## config.mk

```make
export PLATFORM = sky130hd
export DESIGN_NAME = tt_sweep_capture
export DESIGN_NICKNAME = d
export VERILOG_FILES = /design/src/rtl/tt_sweep_pkg.sv /design/src/rtl/tt_settle_counter.sv /design/src/rtl/tt_sweep_capture.sv
export SDC_FILE = /design/constraint.sdc
export NUM_CORES = 1
export LEC_CHECK = 0
export ABC_AREA = 1
export BUFFER_PORTS_ARGS = -buffer_cell sky130_fd_sc_hd__buf_2
export CORE_AREA = 3 3 80 82
export CTS_BUF_LIST = sky130_fd_sc_hd__clkbuf_4
export CTS_CLUSTER_DIAMETER = 120
export DETAILED_ROUTE_END_ITERATION = 6
export DIE_AREA = 0 0 83 85
export PLACE_DENSITY = 0.76
export SLEW_MARGIN = 0
export SYNTH_ARGS = -nofsm -noshare
export SYNTH_HDL_FRONTEND = slang
export SYNTH_SLANG_ARGS = --single-unit
```

## constraint.sdc

```tcl
create_clock -name clk -period 4.07 [get_ports clk]
set_input_delay 0.6105 -clock clk [delete_from_list [all_inputs] [get_ports clk]]
set_output_delay 0.6105 -clock clk [all_outputs]
set_load 0.05 [all_outputs]
```

## src/rtl/tt_sweep_pkg.sv

```systemverilog
// Shared types and helpers for the truth-table sweep reader.
package tt_sweep_pkg;

  typedef enum logic [1:0] {
    IDLE  = 2'd0,
    DRIVE = 2'd1,
    DONE  = 2'd2
  } state_t;

  localparam int SETTLE_W = 8;

  function automatic int tt_width(input int n);
    return 1 << n;
  endfunction

endpackage

```

## src/rtl/tt_settle_counter.sv

```systemverilog
// Per-vector hold counter: reloads on load, counts down while enabled, flags the final hold cycle.
module tt_settle_counter
  import tt_sweep_pkg::*;
#(
  parameter int LOAD_VAL = 2
) (
  input  logic clk,
  input  logic rst,
  input  logic load,
  input  logic en,
  output logic last
);

  localparam logic [SETTLE_W-1:0] RELOAD = SETTLE_W'(LOAD_VAL);

  logic [SETTLE_W-1:0] cnt;

  always_ff @(posedge clk) begin
    if (rst) begin
      cnt <= '0;
    end else if (load) begin
      cnt <= RELOAD;
    end else if (en && cnt != '0) begin
      cnt <= cnt - 1'b1;
    end
  end

  assign last = (cnt == '0);

endmodule

```

## src/rtl/tt_sweep_capture.sv

```systemverilog
// Sweeps all input vectors of a combinational netlist, shifts its output into a
// library-order truth-table word and reports it against a reference over valid/ready.
module tt_sweep_capture
  import tt_sweep_pkg::*;
#(
  parameter int N_IN   = 4,
  parameter int SETTLE = 2,
  localparam int TT_W  = tt_width(N_IN)
) (
  input  logic            clk,
  input  logic            rst,
  input  logic            start,
  input  logic [TT_W-1:0] expected,
  output logic [N_IN-1:0] dut_in,
  input  logic            dut_out,
  output logic            busy,
  output logic            result_valid,
  input  logic            result_ready,
  output logic [TT_W-1:0] tt_word,
  output logic            match,
  output logic [N_IN:0]   err_count
);

  localparam logic [N_IN-1:0] LAST_IDX = '1;

  state_t          state;
  state_t          state_next;
  logic            accept;
  logic            sample;
  logic            settle_last;
  logic [TT_W-1:0] exp_q;
  logic [TT_W-1:0] shift_next;
  logic [TT_W-1:0] diff;
  logic [N_IN:0]   pop_next;

  function automatic logic [N_IN:0] popcount(input logic [TT_W-1:0] v);
    logic [N_IN:0] c;
    c = '0;
    for (int k = 0; k < TT_W; k++) begin
      c = c + {{N_IN{1'b0}}, v[k]};
    end
    return c;
  endfunction

  tt_settle_counter #(
    .LOAD_VAL(SETTLE)
  ) u_settle (
    .clk (clk),
    .rst (rst),
    .load(accept | sample),
    .en  (state == DRIVE),
    .last(settle_last)
  );

  // f(0) enters first and ends up at the MSB after TT_W shifts.
  assign shift_next = {tt_word[TT_W-2:0], dut_out};
  assign diff       = shift_next ^ exp_q;
  assign pop_next   = popcount(diff);

  always_comb begin
    state_next = state;
    accept     = 1'b0;
    sample     = 1'b0;
    case (state)
      IDLE: begin
        if (start) begin
          accept     = 1'b1;
          state_next = DRIVE;
        end
      end
      DRIVE: begin
        if (settle_last) begin
          sample = 1'b1;
          if (dut_in == LAST_IDX) state_next = DONE;
        end
      end
      DONE: begin
        if (result_ready) begin
          if (start) begin
            accept     = 1'b1;
            state_next = DRIVE;
          end else begin
            state_next = IDLE;
          end
        end
      end
      default: state_next = IDLE;
    endcase
  end

  // Control stage: state plus registered status flags.
  always_ff @(posedge clk) begin
    if (rst) begin
      state        <= IDLE;
      busy         <= 1'b0;
      result_valid <= 1'b0;
    end else begin
      state        <= state_next;
      busy         <= (state_next == DRIVE);
      result_valid <= (state_next == DONE);
    end
  end

  // Capture stage: vector index, shift register and final compare.
  always_ff @(posedge clk) begin
    if (rst) begin
      dut_in    <= '0;
      tt_word   <= '0;
      exp_q     <= '0;
      match     <= 1'b0;
      err_count <= '0;
    end else if (accept) begin
      dut_in    <= '0;
      tt_word   <= '0;
      exp_q     <= expected;
      match     <= 1'b0;
      err_count <= '0;
    end else if (sample) begin
      tt_word <= shift_next;
      if (dut_in == LAST_IDX) begin
        match     <= (diff == '0);
        err_count <= pop_next;
      end else begin
        dut_in <= dut_in + 1'b1;
      end
    end
  end

endmodule
```

---- After elaboration in Yosys (flattened, before gate mapping) ----
Cells that the tools add are included.
storage, ports and cells
  bits in registers ....................... 54
  output and inout bits ................... 28
  logic and storage cells ................. 58
cells by class
  add/subtract/negate cells ............... 17
  eq/ne operators ......................... 5
  mux-type cells .......................... 13
  bitwise operators ....................... 3
  reduce and logical (&&, ||, !) cells .... 10
operators by type and width
  operator             number
  $add 5x1->5          11
  $logic_not 16->1     1
  $xor 16x16->16       1
  $mux 2               6
  $logic_not 8->1      1
  $reduce_bool 8->1    1
  $sub 8x1->8 const B  1
  $pmux 2 s3           1
  $add 4x1->5          1
  $mux 1               5
  $add 3x1->4          1
  $add 4x1->4 const B  1
  $eq 2x1->1 const B   2
  $eq 2x2->1 const B   2
  $eq 4x4->1 const B   1
  $reduce_and 2->1     2
  $reduce_or 2->1      2
  $add 2x1->3          1
  $add 1x1->2          1
  $logic_not 2->1      1
  $pmux 1 s2           1
  $reduce_bool 2->1    1
  $logic_and 1x1->1    1
  $not 1->1            1
  $or 1x1->1           1

---- Depth between registers and ports, before layout ----
Gate-level depths: netlist (run 1).
  depth in word-level cells ............... 16
  depth in mapped cells ................... 17

---- Hierarchy ----
Synthesis (run 1) repeated with hierarchy kept, for this count alone.
unflattened totals
  cell total of the unflattened synthesis .. 383
  area, all modules ....................... 2891.5 µm²
by module, submodules not included
  module             instances  cells an instance  area each (µm²)  sequential area each (µm²)
  tt_sweep_capture   1          303                2379.8           920.9
  tt_settle_counter  1          80                 511.7            160.2

---- Least setup slack after synthesis (run 1) ----
Ideal clock, no wire load.
  path kind ............................... reg-to-reg
  start point ............................. reg tt_word[0]
  end point ............................... reg err_count[4]
  library setup time ...................... 70 ps
  arrival time ............................ 3914 ps
  data required time ...................... 4000 ps
  path slack .............................. 87 ps
  stages on the path, launching flop included .. 15
  clock period less this slack ............ 3983 ps
  cells stage by stage .................... dfxtp_1 -> xnor2_1 -> fa_1 -> inv_1 -> fa_1 -> fa_1 -> inv_1 -> fa_1 -> inv_1 -> ha_1 -> inv_1 -> fa_1 -> o21ai_0 -> o21ai_1 -> a21oi_1
between the ends
  word-level cells in the longest chain between the ends .. 16
RTL lines
  item                        line                     RTL
  from (decl)                 tt_sweep_capture.sv:19   output logic [TT_W-1:0] tt_word,
  from (signal assigned)      tt_sweep_capture.sv:119  tt_word <= shift_next;
  $xor 16x16->16              tt_sweep_capture.sv:57   assign diff = shift_next ^ exp_q;
  $add 1x1->2                 tt_sweep_capture.sv:40   c = c + {{N_IN{1'b0}}, v[k]};
  $add 2x1->3                 tt_sweep_capture.sv:40
  $add 3x1->4                 tt_sweep_capture.sv:40
  $add 4x1->5                 tt_sweep_capture.sv:40
  $add 5x1->5 (11 in series)  tt_sweep_capture.sv:40
  to (signal assigned)        tt_sweep_capture.sv:122  err_count <= pop_next;
  to (decl)                   tt_sweep_capture.sv:21   output logic [N_IN:0] err_count
Every way passes these cells.
A chain may end at the register's enable or synchronous reset.

---- Worst setup path in the final report (run 1) ----
  start point ............................. reg tt_word[8]
  end point ............................... reg err_count[4]
between the ends
  word-level cells in the longest chain between the ends .. 8
RTL lines
  item                       line
  $xor 16x16->16             tt_sweep_capture.sv:57
  $add 5x1->5 (7 in series)  tt_sweep_capture.sv:40
Every way passes these cells.

==> results of run 1 <==
registers in the layout, summed over array words and instances (netlist names):
register      cells
busy              1
dut_in            4
err_count         5
exp_q            16
match             1
result_valid      1
state             2
tt_word          16
u_settle.cnt      8
stage by stage:
| stage | hold WS [ps] | instances | instance area, um^2 | utilization, % | setup TNS (ps) |
|---|---|---|---|---|---|
| final | 451 | 505 | 3240 | 55.7 | 0 |
| after floorplan | 443 | 380 | 2890 | - | 0 |
| after detailed placement | 442 | 497 | 3180 | 54.6 | -200 |
| after global routing | 438 | 505 | 3240 | 55.7 | -6.21 |
| after CTS | 440 | 505 | 3230 | 55.5 | 0 |
| after global placement | 438 | 497 | 3180 | 54.6 | -66.0 |
report_power, final:
group | switching, uW | internal [uW] | total [uW]
clock | 167 | 64.7 | 232
sequential | 23.2 | 559 | 583
combinational | 364 | 229 | 593
placed cells by master, fill, tap and decap left out, types with 2 or more instances in the layout:
cell type  netlist  final
ha_1             9      9
buf_4            1      2
buf_2            3     48
a21oi_2          9      9
clkinv_2         1      2
o21ai_1         10     11
nand3_1          4      4
xor2_1           4      4
xnor2_1          6      6
clkbuf_4         0      5
o21ai_0         22     21
nor2_2           2      2
dfxtp_2          0      4
inv_2            5      6
o21ai_2          7      7
a21oi_1         35     35
dfxtp_1         54     50
nand2_2          3      3
nand2_1         81     81
clkinv_1         1      2
nor2_4           4      4
fa_1            10      9
inv_1           57     56
nor2_1          43     43
worst min-delay path by stage:
stage	start	to	cells past startpoint
global route	expected[15]	exp_q[15]$_SDFFE_PP0P_	3
detailed placement	err_count[4]$_SDFFE_PP0P_	err_count[4]$_SDFFE_PP0P_	2
finish	expected[15]	exp_q[15]$_SDFFE_PP0P_	3
CTS	expected[15]	exp_q[15]$_SDFFE_PP0P_	3
global placement	err_count[4]$_SDFFE_PP0P_	err_count[4]$_SDFFE_PP0P_	2
floorplan	exp_q[3]$_SDFFE_PP0P_	exp_q[3]$_SDFFE_PP0P_	2
logic make-up after synthesis:
group           share of synthesized area, %
simple gates                            21.8
compound gates                          16.5
buf+inv                                 10.4
flops                                   37.5
fa+ha+maj                               10.8
xor+xnor                                3.03
metal layers:
layer,track usage (%),up-vias,wire (um)
met5,0,-,0
met4,4.90,0,80
met3,3.30,8,291
met2,28.3,55,2580
met1,23.5,1078,2870
li1,-,1270,-
worst max-delay path: stages (launching register included):
cell	delay, ps
dfxtp_2	360
inv_1	80
nand2_1	60
nand2_1	80
inv_1	60
fa_1	500
fa_1	510
fa_1	540
inv_1	50
fa_1	480
inv_1	90
ha_1	160
inv_1	60
fa_2	350
o21ai_1	130
o21ai_1	80
a21oi_1	150
final cells by class:
| cell class | count | share of cell area, % |
|---|---|---|
| Sequential cell | 54 | 33.6 |
| Clock inverter | 3 | 0.503 |
| Tap cell | 75 | 2.90 |
| Timing Repair Buffer | 50 | 7.89 |
| Multi-Input combinational cell | 254 | 46.5 |
| Inverter | 64 | 7.46 |
| Clock buffer | 5 | 1.16 |
==> flow_summary.json, run 1 <==
{
  "firstDrtPassIters": 5,
  "io_pins": 49,
  "clock-root-buffer": "clkbuf_4",
  "ys_warn_count": 0,
  "cp_data_arrival_time_ps": 4110,
  "die_h_um": 85,
  "p_total_uw": 1410,
  "synth-seq-cells": 54,
  "grt_pass1_wl_mm": 10.1,
  "floorplan.die_area_um2": 7060,
  "drc_errors": 0,
  "worst_slew_pin_slew_ps": 653,
  "syn_inst": 380,
  "irDropWorstVdd_mv": 0.242,
  "syn_area_um2": 2890,
  "worst-path-max-fanout": 4,
  "endpoint": "err_count[4]$_SDFFE_PP0P_",
  "io_buffers": 48,
  "worstPathRequired_ps": 4370,
  "ys_seq_area_share_pct": 37.5,
  "antennaDiodeCount": 0,
  "syn2layout_area_growth_pct": 12.1,
  "netlist.area_leader.share_pct": 37.5,
  "viasPerCell": 4.77,
  "ys_async_sr_fraction_pct": 0,
  "nNetsFinal": 469,
  "place_worst_setup_slack_ps": -157,
  "wl_per_cell_um": 11.5,
  "synth_edf_count": 0,
  "clock-sinks": 54,
  "avgSynthCellArea_um2": 7.60,
  "ys_types": 29,
  "post_cts_buffers": 0,
  "fin_ws_ps": 262,
  "yosys_most_used_dff": "dfxtp_1",
  "synthTopCellsByCount": "81 x nand2_1, 57 x inv_1, 54 x dfxtp_1",
  "synth.net_count": 420,
  "core_um2": 5820,
  "cts_made_buffers": 5,
  "r2r_slack_ps": 260,
  "max_freq_mhz": 263,
  "dpl.hpwl_mm": 4.38,
  "grt_use_total_pct": 17.3,
  "worst_skew_pair.late_latency_ps": 380,
  "n_fill_cell": 578,
  "clkSlewWorstSetupHoldPaths_ps": 170,
  "path_class": "flop to flop",
  "worst_clock_skew_ps": 22.3,
  "wl_mm": 5.83,
  "cap_viol_max_count": 0,
  "fin_crit_ps": 3810,
  "grt_overflow_total": 0,
  "core.rowCount": 28,
  "postRouteAntennaNets": 0,
  "cts.hold.buffers_added": 0,
  "post-route-period-util_pct": 93.6,
  "start_util_pct": 49.6,
  "worstReg2RegStart": "tt_word[8]$_SDFFE_PP0P_",
  "gp_congestion": 0.844,
  "p_leak_uw": 0.00152,
  "r2r-end": "err_count[4]$_SDFFE_PP0P_",
  "hold_path_class": "primary input to flop",
  "grt_pass1_vias": 2215,
  "finalHoldViolCount": 0,
  "area.sequential_um2": 1090,
  "cts_resized": 0,
  "cts_buffer_depth": 2,
  "cellPowerDensity_nw_per_um2": 435,
  "slew_headroom_pct": 56.4,
  "dieWidth_um": 83,
  "grt_max_degree": 30,
  "cts_tree": "built",
  "synth.area.top_cells": "dfxtp_1 37%, nand2_1 11%, inv_1 7.4%",
  "layout-drive-gt1-share_pct": 22.8,
  "multi_input_area_um2": 1510,
  "vias": 2411,
  "crit_path_start_kind": "flop",
  "antenna_found_initial": 0,
  "slew_viol_final": 0,
  "drt_iter0_drc": 129,
  "r2r_cells": 16,
  "post-synth-top-count-cell": "nand2_1",
  "crit_path_end_kind": "flop",
  "startpoint": "tt_word[8]$_SDFFE_PP0P_",
  "finalSetupViolations": 0,
  "synth_top_area_cell": "dfxtp_1",
  "run_status": "complete, no violations",
  "htree_levels": 2
}
Power figures use the tool's default switching activity.
==> inputs of run 2 (changes only) <==
--- a/config.mk
+++ b/config.mk
@@ -7,13 +7,14 @@
 export LEC_CHECK = 0
 export ABC_AREA = 1
 export BUFFER_PORTS_ARGS = -buffer_cell sky130_fd_sc_hd__buf_2
-export CORE_AREA = 3 3 80 82
+export CORE_AREA = 3 3 81 83
 export CTS_BUF_LIST = sky130_fd_sc_hd__clkbuf_4
 export CTS_CLUSTER_DIAMETER = 120
 export DETAILED_ROUTE_END_ITERATION = 6
-export DIE_AREA = 0 0 83 85
-export PLACE_DENSITY = 0.76
+export DIE_AREA = 0 0 84 86
+export PLACE_DENSITY = 0.75
 export SLEW_MARGIN = 0
 export SYNTH_ARGS = -nofsm -noshare
 export SYNTH_HDL_FRONTEND = slang
+export SYNTH_HIERARCHICAL = 1
 export SYNTH_SLANG_ARGS = --single-unit
==> run 2 against run 1 <==
  * Sequential cell count did not move
  * Largest power group unchanged
  * Sequential share of layout area rose by 0.18 points
  * Via count rose by 0.91%
  * Clock skew fell by 14 ps
  * Clock power fell by 3%
  * Cell count fell by 0.20%
  * First-iteration DRC count fell by 0.78%
  * Worst hold slack improved by 24 ps
  * Global-route usage rose by 0.44 points
  * Die area rose by 2.4%
  * Maximum frequency rose by 0.47%
  * Synthesized cell count rose by 0.79%
==> flow_summary.json, run 2 <==
{
  "drt_iter0_drc": 128,
  "wl_per_cell_um": 11.8,
  "ys_async_sr_fraction_pct": 0,
  "firstDrtPassIters": 4,
  "run_status": "complete, no violations",
  "start_util_pct": 48.8,
  "synth_edf_count": 0,
  "worst-path-max-fanout": 2,
  "slew_headroom_pct": 52.7,
  "finalSetupViolations": 0,
  "crit_top_cell": "fa_1",
  "synth.area.top_cells": "dfxtp_1 37%, nand2_1 11%, inv_1 7.9%",
  "antennaDiodeCount": 0,
  "p_leak_uw": 0.00150,
  "cellPowerDensity_nw_per_um2": 436,
  "worst_slew_pin_slew_ps": 707,
  "drc_errors": 0,
  "grt_use_total_pct": 17.7,
  "floorplan.die_area_um2": 7220,
  "place_inst": 497,
  "post-route-period-util_pct": 93.1,
  "grt_pass1_wl_mm": 10.5,
  "layout_common_cells": "83 x nand2_1, 61 x inv_1, 50 x dfxtp_1",
  "dpl.hpwl_mm": 4.50,
  "post-synth-top-count-cell": "nand2_1",
  "worstPathRequired_ps": 4350,
  "crit_path_end_kind": "flop",
  "postLayoutCellArea_um2": 3220,
  "ys_seq_area_share_pct": 37.4,
  "crit_path_start_kind": "primary input",
  "clock-sinks": 54,
  "crit_family": "adder cells",
  "nNetsFinal": 469,
  "cts_buffer_depth": 2,
  "critPathMaxStageDelay_ps": 550,
  "core.rowCount": 28,
  "cts.hold.buffers_added": 0,
  "cpMaxStageDelayCell": "fa_1",
  "utilization_pct": 54.4,
  "viasPerCell": 4.83,
  "synth.net_count": 423,
  "syn_area_um2": 2890,
  "synth_top_area_cell": "dfxtp_1",
  "clock-root-buffer": "clkbuf_4",
  "timing.hold.ws_ps": 475,
  "rsz0062_at_grt": "no",
  "fin_cells": 504,
  "avgSynthCellArea_um2": 7.55,
  "grt_overflow_total": 0,
  "worst_clock_skew_ps": 8.52,
  "wl_mm": 5.93,
  "reg_top3": "exp_q x16, tt_word x16, u_settle/cnt x8",
  "vias": 2433,
  "ys_warn_count": 6,
  "slew_viol_final": 0,
  "layout-drive-gt1-share_pct": 22.1,
  "grt_max_degree": 34,
  "crit_chain": "buf_2 > xnor2_1 > fa_1 > inv_1 > fa_1 > fa_1 > inv_1 > fa_1 > inv_1 > ha_1 > fa_2 > a21oi_1 > o21ai_1 > o211a_1",
  "path_class": "primary input to flop",
  "worst_skew_pair.late_latency_ps": 370,
  "io_buffers": 48,
  "fin_crit_ps": 3790,
  "n_fill_cell": 545,
  "gp_congestion": 0.857,
  "htree_levels": 2,
  "place_area_um2": 3160,
  "fin_ws_ps": 280,
  "syn_inst": 383,
  "postRouteAntennaNets": 0,
  "die_h_um": 86,
  "post_cts_buffers": 0,
  "finalHoldViolCount": 0,
  "core_um2": 5920,
  "antenna_found_initial": 0,
  "cts_made_buffers": 5,
  "io_pins": 49,
  "cap_viol_max_count": 0,
  "netlist.area_leader.share_pct": 37.4,
  "hold_path_class": "flop to flop",
  "final_common_cell": "nand2_1",
  "multi_input_area_um2": 1480,
  "ys_types": 30,
  "cp_data_arrival_time_ps": 4070,
  "dieWidth_um": 84,
  "irDropWorstVdd_mv": 0.187,
  "max_freq_mhz": 264,
  "synth-seq-cells": 54,
  "place_worst_setup_slack_ps": -195,
  "yosys_most_used_dff": "dfxtp_1",
  "syn2layout_area_growth_pct": 11.3,
  "synthTopCellsByCount": "83 x nand2_1, 61 x inv_1, 54 x dfxtp_1",
  "grt_pass1_vias": 2425,
  "clkSlewWorstSetupHoldPaths_ps": 140,
  "area.sequential_um2": 1090,
  "cts_tree": "built",
  "path_buf_inv": 4
}
run 2: changes by cell type in the layout (fill, tap and decap cells not counted), moves of 2 or more:
| cell | delta |
|---|---|
| nor2_4 | -2 |
| nor2_2 | +5 |
| nor2_1 | -21 |
| clkinv_1 | -2 |
| a21oi_1 | +7 |
| nand3_1 | +5 |
| inv_1 | +5 |
| o21ai_2 | -7 |
| xnor2_1 | -2 |
| nand2_1 | +2 |
| xor2_1 | -4 |
| o21ai_1 | +10 |
run 2: worst paths after layout:
path	start	end	slack [ps]	cells past startpoint
setup reg to reg	tt_word[10]$_SDFFE_PP0P_	err_count[4]$_SDFFE_PP0P_	280	15
hold reg to reg	err_count[0]$_SDFFE_PP0P_	err_count[0]$_SDFFE_PP0P_	480	2
hold / removal	err_count[0]$_SDFFE_PP0P_	err_count[0]$_SDFFE_PP0P_	480	2
setup / recovery	dut_out	err_count[4]$_SDFFE_PP0P_	280	14
run 2: cell families after synthesis:
logic type | Yosys count | synth area share [%]
buffers and inverters | 79 | 11.7
AOI/OAI and AO/OA | 94 | 17.8
xor gates and xnor gates | 5 | 1.51
and+or+nand+nor | 132 | 20.8
adders and majority gates | 19 | 10.8
DFF | 54 | 37.4
run 2: metal layers:
metal / vias to the layer above / track usage (%) / routed length, um
met5: - / 0 / 0
met4: 0 / 6.43 / 126
met3: 11 / 3.46 / 185
met2: 37 / 32.2 / 2910
met1: 1096 / 20.8 / 2710
li1: 1289 / - / -
run 2: what timing repair did:
| item | in CTS | in global routing |
|---|---|---|
| gates resized for setup | 0 | 4 |
| hold endpoints to repair | 0 | 0 |
| endpoints found under the setup margin | 0 | 2 |
run 2: layout make-up:
class / count / share of cell area [%]
Clock buffer: 5 / 1.17
Clock inverter: 2 / 0.311
Inverter: 69 / 8.12
Multi-Input combinational cell: 250 / 46.1
Sequential cell: 54 / 33.7
Tap cell: 75 / 2.91
Timing Repair Buffer: 49 / 7.70
run 2: worst min-delay path, cell delays in order (launching register included):
cell     delay, ps
dfxtp_1        330
nand2_1         60
a21oi_1         60
run 2: power by group:
part,switching [uW],total (uW),internal [uW]
combinational,374,593,219
clock,162,225,62.7
sequential,24.9,586,561
run 2: per-stage QoR:
| stage | setup TNS [ps] | total power, uW |
|---|---|---|
| 6_report | 0 | 1400 |
| 5_1_grt | 0 | 1570 |
| 4_1_cts | 0 | 1420 |
| 3_5_place_dp | -410 | 1190 |
| 3_3_place_gp | -280 | 1170 |
| 2_1_floorplan | 0 | 1080 |
